**src/rtl/snn_noc_pkg.sv**
```systemverilog
// Shared SNN NoC definitions: packet field positions, type codes, node addresses
// and the sum/threshold FSM state encoding.
package snn_noc_pkg;

    localparam int SRC_MSB     = 34;
    localparam int SRC_LSB     = 31;
    localparam int DST_MSB     = 30;
    localparam int DST_LSB     = 27;
    localparam int TYPE_MSB    = 26;
    localparam int TYPE_LSB    = 24;
    localparam int PAYLOAD_MSB = 11;
    localparam int PAYLOAD_LSB = 0;

    // psum packets reuse the type field area as a copy of the source PE id
    localparam int SRCCP_MSB   = 26;
    localparam int SRCCP_LSB   = 23;
    localparam int PAD_MSB     = 22;
    localparam int PAD_LSB     = 8;
    localparam int PSUM_MSB    = 7;
    localparam int PSUM_LSB    = 0;

    localparam int SPIKE_BIT   = 11;
    localparam int MEM_MSB     = 10;

    localparam logic [2:0] TYPE_FILTER = 3'b000;
    localparam logic [2:0] TYPE_IFMAP  = 3'b001;
    localparam logic [2:0] TYPE_SPIKE  = 3'b010;

    localparam logic [3:0] OUT_MEM_ADDR = 4'b0000;
    localparam logic [3:0] SUM_THR_ADDR = 4'b0011;
    localparam logic [3:0] PE0_ADDR     = 4'b0100;
    localparam logic [3:0] PE1_ADDR     = 4'b0101;
    localparam logic [3:0] PE2_ADDR     = 4'b0110;

    localparam int ACC_W = 12;
    localparam int MEM_W = 11;
    localparam logic [MEM_W-1:0] MEM_MAX = 11'h7FF;

    typedef enum logic [1:0] {
        ACCUM,
        FIRE,
        SEND
    } state_t;

endpackage

```
**src/rtl/sum_threshold_unit_if.sv**
```systemverilog
// Packet-stream bundle between the NoC router and the sum/threshold endpoint:
// psum input stream and spike output stream, both valid/ready.
interface sum_threshold_unit_if #(
    parameter int WIDTH = 35
);
    logic             in_valid;
    logic             in_ready;
    logic [WIDTH-1:0] in_data;
    logic             out_valid;
    logic             out_ready;
    logic [WIDTH-1:0] out_data;

    modport master (
        output in_valid, in_data, out_ready,
        input  in_ready, out_valid, out_data
    );

    modport slave (
        input  in_valid, in_data, out_ready,
        output in_ready, out_valid, out_data
    );
endinterface

```
**src/rtl/st_fire_unit.sv**
```systemverilog
// Combinational membrane update: saturating residual+acc sum, threshold compare
// and the residual carried into the next timestep.
module st_fire_unit
    import snn_noc_pkg::*;
#(
    parameter int THRESHOLD = 64
) (
    input  logic [MEM_W-1:0] residual,
    input  logic [ACC_W-1:0] acc,
    output logic [MEM_W-1:0] m,
    output logic             spike,
    output logic [MEM_W-1:0] next_residual
);
    localparam logic [MEM_W-1:0] THR = MEM_W'(THRESHOLD);

    function automatic logic [MEM_W-1:0] sat_mem(input logic [ACC_W:0] x);
        if (x > (ACC_W+1)'(MEM_MAX))
            return MEM_MAX;
        return x[MEM_W-1:0];
    endfunction

    // one extra bit holds the worst case 2047 + 4095 without wrap
    logic [ACC_W:0] sum;

    assign sum           = (ACC_W+1)'(residual) + (ACC_W+1)'(acc);
    assign m             = sat_mem(sum);
    assign spike         = (m >= THR);
    assign next_residual = spike ? (m - THR) : m;

endmodule

```
**src/rtl/sum_threshold_unit.sv**
```systemverilog
// Sum/threshold NoC endpoint: accumulates NUM_PSUM psum packets per timestep,
// adds the residual potential, fires against THRESHOLD and sends a spike packet.
module sum_threshold_unit
    import snn_noc_pkg::*;
#(
    parameter int         WIDTH     = 35,
    parameter logic [3:0] ST_ADDR   = SUM_THR_ADDR,
    parameter logic [3:0] OUT_DST   = OUT_MEM_ADDR,
    parameter int         NUM_PSUM  = 3,
    parameter int         NUM_TS    = 10,
    parameter int         THRESHOLD = 64
) (
    input  logic                 clk,
    input  logic                 rst,
    sum_threshold_unit_if.slave  bus,
    output logic                 layer_done,
    output logic                 err_drop
);
    state_t           state;
    logic [ACC_W-1:0] acc;
    logic [MEM_W-1:0] residual;
    logic [3:0]       psum_cnt;
    logic [7:0]       ts_cnt;

    logic [MEM_W-1:0] m;
    logic [MEM_W-1:0] next_residual;
    logic             spike;
    logic             accept;
    logic             pkt_ok;
    logic [WIDTH-1:0] spike_pkt;
    logic             unused_src;

    assign accept = bus.in_valid && bus.in_ready;
    assign pkt_ok = (bus.in_data[DST_MSB:DST_LSB] == ST_ADDR) &&
                    (bus.in_data[PAD_MSB:PAD_LSB] == '0);

    // source ids are carried for routing/debug only; nothing here depends on them
    assign unused_src = ^{bus.in_data[SRC_MSB:SRC_LSB], bus.in_data[SRCCP_MSB:SRCCP_LSB]};

    st_fire_unit #(
        .THRESHOLD(THRESHOLD)
    ) u_fire (
        .residual     (residual),
        .acc          (acc),
        .m            (m),
        .spike        (spike),
        .next_residual(next_residual)
    );

    always_comb begin
        spike_pkt                       = '0;
        spike_pkt[SRC_MSB:SRC_LSB]      = ST_ADDR;
        spike_pkt[DST_MSB:DST_LSB]      = OUT_DST;
        spike_pkt[TYPE_MSB:TYPE_LSB]    = TYPE_SPIKE;
        spike_pkt[SPIKE_BIT]            = spike;
        spike_pkt[MEM_MSB:PAYLOAD_LSB]  = m;
    end

    always_ff @(posedge clk) begin
        if (rst) begin
            state         <= ACCUM;
            bus.in_ready  <= 1'b0;
            bus.out_valid <= 1'b0;
            bus.out_data  <= '0;
            layer_done    <= 1'b0;
            err_drop      <= 1'b0;
            acc           <= '0;
            residual      <= '0;
            psum_cnt      <= '0;
            ts_cnt        <= '0;
        end else begin
            layer_done <= 1'b0;
            case (state)
                ACCUM: begin
                    bus.in_ready <= 1'b1;
                    if (accept) begin
                        if (pkt_ok) begin
                            acc      <= acc + ACC_W'(bus.in_data[PSUM_MSB:PSUM_LSB]);
                            psum_cnt <= psum_cnt + 4'd1;
                            if (psum_cnt == 4'(NUM_PSUM - 1)) begin
                                bus.in_ready <= 1'b0;
                                state        <= FIRE;
                            end
                        end else begin
                            err_drop <= 1'b1;
                        end
                    end
                end
                FIRE: begin
                    bus.out_data  <= spike_pkt;
                    bus.out_valid <= 1'b1;
                    residual      <= next_residual;
                    acc           <= '0;
                    psum_cnt      <= '0;
                    state         <= SEND;
                end
                SEND: begin
                    if (bus.out_ready) begin
                        bus.out_valid <= 1'b0;
                        bus.in_ready  <= 1'b1;
                        state         <= ACCUM;
                        // the last timestep of a layer clears the carried potential
                        if (ts_cnt == 8'(NUM_TS - 1)) begin
                            ts_cnt     <= '0;
                            residual   <= '0;
                            layer_done <= 1'b1;
                        end else begin
                            ts_cnt <= ts_cnt + 8'd1;
                        end
                    end
                end
                default: state <= ACCUM;
            endcase
        end
    end

endmodule

```
**src/flat_wrapper.sv**
```systemverilog
// flat-port wrapper written by rule: the top's interface ports become plain ports
module sum_threshold_unit_flat import snn_noc_pkg::*;
#(
    parameter int         WIDTH     = 35,
    parameter logic [3:0] ST_ADDR   = SUM_THR_ADDR,
    parameter logic [3:0] OUT_DST   = OUT_MEM_ADDR,
    parameter int         NUM_PSUM  = 3,
    parameter int         NUM_TS    = 10,
    parameter int         THRESHOLD = 64
)
  (clk, rst, layer_done, err_drop, bus_in_valid, bus_in_data, bus_out_ready, bus_in_ready, bus_out_valid, bus_out_data);
  sum_threshold_unit_if #(.WIDTH(WIDTH)) bus_i ();
  input  logic clk;
  input  logic rst;
  output logic layer_done;
  output logic err_drop;
  input wire logic [$bits(bus_i.in_valid)-1:0] bus_in_valid;
  input wire logic [$bits(bus_i.in_data)-1:0] bus_in_data;
  input wire logic [$bits(bus_i.out_ready)-1:0] bus_out_ready;
  output wire logic [$bits(bus_i.in_ready)-1:0] bus_in_ready;
  output wire logic [$bits(bus_i.out_valid)-1:0] bus_out_valid;
  output wire logic [$bits(bus_i.out_data)-1:0] bus_out_data;
  assign bus_i.in_valid = bus_in_valid;
  assign bus_i.in_data = bus_in_data;
  assign bus_i.out_ready = bus_out_ready;
  assign bus_in_ready = bus_i.in_ready;
  assign bus_out_valid = bus_i.out_valid;
  assign bus_out_data = bus_i.out_data;
  sum_threshold_unit #(.WIDTH(WIDTH), .ST_ADDR(ST_ADDR), .OUT_DST(OUT_DST), .NUM_PSUM(NUM_PSUM), .NUM_TS(NUM_TS), .THRESHOLD(THRESHOLD)) u_core (.clk(clk), .rst(rst), .bus(bus_i), .layer_done(layer_done), .err_drop(err_drop));
endmodule
```
**config.mk**
```make
export PLATFORM = sky130hd
export DESIGN_NAME = sum_threshold_unit_flat
export DESIGN_NICKNAME = d
export VERILOG_FILES = /design/src/rtl/snn_noc_pkg.sv /design/src/rtl/sum_threshold_unit_if.sv /design/src/rtl/st_fire_unit.sv /design/src/rtl/sum_threshold_unit.sv /design/src/flat_wrapper.sv
export SDC_FILE = /design/constraint.sdc
export NUM_CORES = 1
export LEC_CHECK = 0
export CAP_MARGIN = 40
export CORE_MARGIN = 2
export CORE_UTILIZATION = 55
export CTS_CLUSTER_SIZE = 24
export DETAILED_ROUTE_END_ITERATION = 16
export GPL_TIMING_DRIVEN = 1
export PLACE_DENSITY = 0.87
export SYNTH_ARGS = -nofsm -noshare
export SYNTH_HDL_FRONTEND = slang
export SYNTH_SLANG_ARGS = --single-unit
```
**constraint.sdc**
```tcl
create_clock -name clk -period 7.7 [get_ports clk]
set_clock_uncertainty 0.2 [all_clocks]
set_input_delay 1.54 -clock clk [delete_from_list [all_inputs] [get_ports clk]]
set_output_delay 1.54 -clock clk [all_outputs]
set_load 0.05 [all_outputs]
```
==> results_dict.tcl, run 1 <==
set metrics [dict create \
    fin_crit_ns 3.845 \
    regArea_um2 1081 \
    die_area_um2 6763 \
    fp.coreArea_um2 5921 \
    synth_edf_count 0 \
    finalSetupViolations 0 \
    clock-sinks 54 \
    place_congestion 0.8941 \
    grt_pass1_vias 2757 \
    root_buffer "clkbuf_8" \
    slew_headroom_pct 51.17 \
    clkTransAtPathRegs_ns 0.09 \
    status "complete, no violations" \
    drt_iter0_drc 251 \
    cts_max_path_buffers 2 \
    worstPathRequired_ns 7.72 \
    worst_slew_pin_slew_ns 0.7325 \
    port_buffers 49 \
    startpoint_type "input pin" \
    netlist_area_um2 3367 \
    setup_tns_ns 0 \
    fill_cells 505 \
    crit_type "in2reg" \
    grt_overflow 0 \
    p_leak_uw 0.001590 \
    finalMaxSlewViolations 0 \
    grt_use_total_pct 23.12 \
    synthTopCellsByArea "dfxtp_1 32%, ha_1 8.5%, buf_4 5.1%" \
    post_drt_via_cell_ratio 5.963 \
    cts_resized 0 \
    drtAntennaViolNets 0 \
    cts_hold_buf 0 \
    vias 3077 \
    synth_top_area_cell "dfxtp_1" \
    layout_common_cells "54 x dfxtp_1, 49 x clkdlybuf4s50_1, 40 x nor2_1, 34 x nand2_1, 29 x a21oi_1" \
    routed_wl_um 7665 \
    async_reset_ff_share_pct 0 \
    seq_power_share_pct 53.8 \
    synth_top_area_share_pct 32.11 \
    min_period_over_period_pct 49.93 \
    final_nets 505 \
    intPower_uw 393.5 \
    max_freq_mhz 260.1 \
    grt_antenna_before_repair 0 \
    arrival_ns 3.86 \
    wl_per_cell_um 14.85 \
    final_common_cell "dfxtp_1" \
    p_comb_share_pct 10.3 \
    start_util_pct 56.87 \
    ys_ff_latch 54 \
    hold_class "reg2reg" \
    drc 0 \
    pwr_density_cell_nw_per_um2 133.2 \
    critical_path.max_fanout 17 \
    drv_cap 0 \
    cp-end-kind "flip-flop" \
    synth_cells 400 \
    grt_max_degree 18 \
    finalWorstSetupSlack_ns 3.855 \
    synth.yosys.seq_area_share_pct 32.11 \
    area_growth_pct 16.16 \
    power.net_switching_uw 127.4 \
    dp_slack_ns 3.630 \
    ir_drop_uv 79.91 \
    htreeDepth 2 \
    antenna_cells 0 \
    cts_tree "built" \
    die_x_um 82.24 \
    synth_flop_cell "dfxtp_1" \
    io_pins 78 \
    hold_viol_final 0 \
    synth_area_per_cell_um2 8.417 \
    pwr-share-clk_pct 35.9 \
    hpwl_um 5844 \
    cts_buffers 5 \
    post-cts-setup-buffer-count 0 \
    switching_share_pct 24.46 \
    drive_above_1_share_pct 4.308 \
    grt_pass1_wl_um 12300 \
    yosys_warnings 0 \
    multi_input_area_um2 2086 \
    first_pass_iters 5 \
    yosys.cell_types.count 62 \
    clkLatencyLatePin_ns 0.31 \
    rsz0062_at_grt "no" \
    die_h_um 82.24 \
    rows 28 \
]
==> final cells by class <==
cell class              count  share of cell area (%)
clock buffers               5                   1.759
clock inverters             2                  0.9917
inverters                  14                   1.344
multi-input cells         317                   53.33
flip-flops and latches     54                   27.64
well taps                  75                   2.399
repair buffers             49                   12.54
==> state kept, by name (all words and copies together), names as in the netlist <==
signal and flops:
u_core.state 2, u_core.psum_cnt 4, u_core.residual 11, u_core.layer_done 1
u_core.bus.in_ready 1, u_core.ts_cnt 8, u_core.bus.out_valid 1, u_core.bus.out_data 13
u_core.err_drop 1, u_core.acc 12
==> metrics by stage <==
step | instances | power, uW | area [um^2] | util [%] | hold WS (ns)
after floorplan | 419 | 327.8 | 3438 | - | 0.2268
after detailed placement | 509 | 339.7 | 3804 | 64.24 | 0.2334
final | 516 | 520.9 | 3911 | 66.06 | 0.2420
after CTS | 516 | 522.7 | 3911 | 66.06 | 0.2464
after global routing | 516 | 534.9 | 3911 | 66.06 | 0.2796
after global placement | 509 | 339.0 | 3804 | 64.24 | 0.2245
==> power groups by stage <==
stage / registers, uW / logic [uW] / clock network, uW
2_1_floorplan: 289 / 39.0 / 0
3_3_place_gp: 287 / 52.4 / 0
3_5_place_dp: 287 / 53.0 / 0
4_1_cts: 280 / 53.2 / 189
5_1_grt: 280 / 56.9 / 198
6_report: 280 / 53.5 / 187
==> critical path, cell delays in order <==
cell and delay, ns:
clkdlybuf4s50_1 0.76, inv_1 0.39, nand2_1 0.29, nor2_1 0.62
a22oi_1 0.15, o31ai_1 0.11
==> Yosys cell counts (3+ instances only) <==
cell / number
a211o_1: 3
a211oi_1: 6
a21o_1: 9
a21oi_1: 29
a22oi_1: 5
a31oi_1: 4
buf_4: 23
clkbuf_1: 7
dfxtp_1: 54
ha_1: 23
inv_1: 14
mux2i_1: 3
nand2_1: 34
nand2b_1: 6
nand3_1: 8
nand4_1: 3
nor2_1: 40
nor2b_1: 3
nor3_1: 8
nor4_1: 7
o21a_1: 5
o21ai_0: 27
o31ai_1: 5
or3_1: 6
or4_1: 3
xnor2_1: 10
xor2_1: 8
==> kinds of logic (layout without fill, tap and decap cells) <==
group	Yosys count	after routing	synth area share [%]
buffers and inverters	48	70	8.064
flip-flops	54	54	32.11
adder cells (fa/ha/maj)	25	25	9.736
XOR/XNOR	18	18	4.682
other	1	20	0.1114
multiplexers	4	4	1.226
AND/OR/NAND/NOR	133	133	20.62
AO/OA/AOI/OAI	117	117	23.45
==> final timing paths <==
check                                                           end  depth (start not counted)                           startpoint  slack, ns
worst max-delay path               u_core.residual[10]$_SDFFE_PP0P_                          6                                  rst       3.86
worst min register to register  u_core.bus.out_data[9]$_SDFFE_PP0P_                          2  u_core.bus.out_data[9]$_SDFFE_PP0P_       0.24
worst min-delay path            u_core.bus.out_data[9]$_SDFFE_PP0P_                          2  u_core.bus.out_data[9]$_SDFFE_PP0P_       0.24
worst max register to register      u_core.residual[1]$_SDFFE_PP0P_                          9           u_core.acc[0]$_SDFFE_PP0P_       4.62
==> per-layer routing <==
layer / vias up / GRT usage, % / part of all wire (%)
li1: 1486 / - / -
met1: 1461 / 29.82 / 45
met2: 119 / 39.35 / 48
met3: 11 / 4.348 / 5.9
met4: 0 / 6.500 / 1.2
met5: - / 0 / 0
Power figures use the tool's default switching activity.
==> run 2: changes to the inputs <==
Settings changed: CORE_UTILIZATION 55 to 46, PLACE_DENSITY 0.87 to 0.77.
Clock period 7.7 ns to 3.1 ns, I/O delays scaled along.
==> run 2 against run 1 <==
  * Die area grew 19%
  * Power grew 140%
  * Largest power group unchanged
  * Critical path depth grew 3
  * Critical path type is now reg2reg
  * Global-route usage shrank 2.5 points
  * Critical endpoint is now u_core.bus.out_data[11]$_SDFFE_PP0P_
  * Via count shrank 3.2%
  * Cell count grew 6.2%
  * Sequential share of layout area shrank 0.56 points
  * Combinational power grew to 2.5 times the previous value
  * Wire length shrank 1.2%
  * Flip-flop and latch count is the same
  * Setup slack lost 3.6 ns
==> results_dict.tcl, run 2 (synthesized netlist as in run 1, its figures left out) <==
set metrics [dict create \
    vias 2980 \
    drt_iter0_drc 136 \
    area_growth_pct 18.58 \
    p_leak_uw 0.001633 \
    hold_class "reg2reg" \
    drtAntennaViolNets 0 \
    dp_slack_ns -0.003642 \
    worst-r2r-setup-slack_ns 0.23 \
    worst_slew_pin_slew_ns 0.7811 \
    setup_tns_ns 0 \
    grt_max_degree 20 \
    cts_tree "built" \
    die_area_um2 8020 \
    hold_viol_final 0 \
    clkTransAtPathRegs_ns 0.11 \
    final_common_cell "dfxtp_1" \
    fin_area_um2 3993 \
    first_pass_iters 4 \
    min_period_over_period_pct 92.51 \
    grt_use_total_pct 20.58 \
    cts_max_path_buffers 2 \
    placed_area_um2 3886 \
    status "complete, no violations" \
    worstPathRequired_ns 3.10 \
    fin_crit_ns 2.868 \
    finalSetupViolations 0 \
    place_congestion 0.9107 \
    rows 31 \
    rsz0062_at_grt "no" \
    worstReg2RegStart "u_core.acc[0]$_SDFFE_PP0P_" \
    hpwl_um 5833 \
    pwr_density_cell_nw_per_um2 315.5 \
    ir_drop_uv 204.6 \
    arrival_ns 2.87 \
    power_uw 1260 \
    finalWorstSetupSlack_ns 0.2322 \
    max_freq_mhz 348.7 \
    drc 0 \
    clkLatencyLatePin_ns 0.32 \
    drive_above_1_share_pct 6.013 \
    drv_cap 0 \
    grt_antenna_before_repair 0 \
    reg.largest.list "u_core.bus.out_data: 13 flops, u_core.acc: 12 flops, u_core.residual: 11 flops" \
    root_buffer "clkbuf_8" \
    wl_per_cell_um 13.82 \
    grt_pass1_wl_um 13010 \
    worstHoldStart "u_core.bus.out_data[9]$_SDFFE_PP0P_" \
    antenna_cells 0 \
    die_x_um 89.56 \
    fp.coreArea_um2 7176 \
    startpoint_type "flip-flop" \
    crit_path_start "u_core.acc[0]$_SDFFE_PP0P_" \
    grt_overflow 0 \
    path_cells "ha_1 -> inv_1 -> fa_1 -> nor2b_1 -> o2111ai_1 -> a21oi_1 -> nor4_2 -> nor4b_4 -> a21oi_1" \
    post_drt_via_cell_ratio 5.438 \
    cts_buffers 5 \
    final_nets 512 \
    start_util_pct 46.92 \
    clock-sinks 54 \
    regMostFlops "u_core.bus.out_data" \
    routed_wl_um 7571 \
    cp-end-kind "flip-flop" \
    crit_top_cell "a21oi_1" \
    die_h_um 89.56 \
    grt_pass1_vias 2829 \
    finalMaxSlewViolations 0 \
    fin_util_pct 55.64 \
    htreeDepth 2 \
    largest_reg_flops 13 \
    io_pins 78 \
    port_buffers 49 \
    cpPeakStageDelay_ns 0.41 \
    critical_path.max_fanout 5 \
    slew_headroom_pct 47.73 \
    layout_common_cells "54 x dfxtp_1, 49 x clkdlybuf4s50_1, 40 x nor2_1, 34 x nand2_1, 29 x a21oi_1" \
    crit_type "reg2reg" \
    slowest_stage "nor4b_4" \
]
run 2: changes by cell type in the layout (fill, tap and decap cells not counted), sizes merged:
cell,change
inv,+1
bufinv,-1
buf,+7
clkinv,+1
run 2: path summary, 6_finish.rpt:
check / to / depth (start not counted)
max: u_core.bus.out_data[11]$_SDFFE_PP0P_ / 9
min: u_core.bus.out_data[9]$_SDFFE_PP0P_ / 2
max reg2reg: u_core.bus.out_data[11]$_SDFFE_PP0P_ / 9
min reg2reg: u_core.bus.out_data[9]$_SDFFE_PP0P_ / 2
run 2: metrics by stage:
stage / hold WS, ns / instances
after floorplan: 0.2268 / 419
after global placement: 0.2253 / 540
after global routing: 0.2645 / 548
final: 0.2453 / 548
after detailed placement: 0.2335 / 540
after CTS: 0.2502 / 548
run 2: worst max-delay path: cells and delay by family, from the launching register on:
kind,cells,cell delay (ns)
compound gates,3,0.68
fa+ha+maj,2,0.65
buf+inv,1,0.07
flops,1,0.38
simple gates,3,0.77
run 2: layer usage:
| metal | vias up | track usage [%] | wire (um) |
|---|---|---|---|
| met2 | 79 | 36.16 | 3667 |
| met1 | 1380 | 25.55 | 3448 |
| met4 | 0 | 6.242 | 125 |
| met3 | 11 | 3.601 | 330 |
| li1 | 1510 | - | - |
| met5 | - | 0 | 0 |
run 2: what timing repair did:
item                       CTS  global route
setup endpoints to repair    0             3
hold buffers                 0             0
gates resized for setup      0             2
setup buffers                0             0
run 2: final cells by class:
type                       count  area (um^2)
fill                         639         3183
timing repair buffer          56        543.0
multi-input combinational    317         2095
clock buffer                   5        68.82
sequential                    54         1081
tap                           99        123.9
inverter                      14        52.55
clock inverter                 3        28.78
run 2: where the power goes:
| part | internal [uW] | switching (uW) | leakage, uW |
|---|---|---|---|
| Sequential | 695 | 1.21 | 0.000435 |
| Combinational | 47.4 | 88.0 | 0.00115 |
| Clock | 168 | 260 | 0.0000502 |
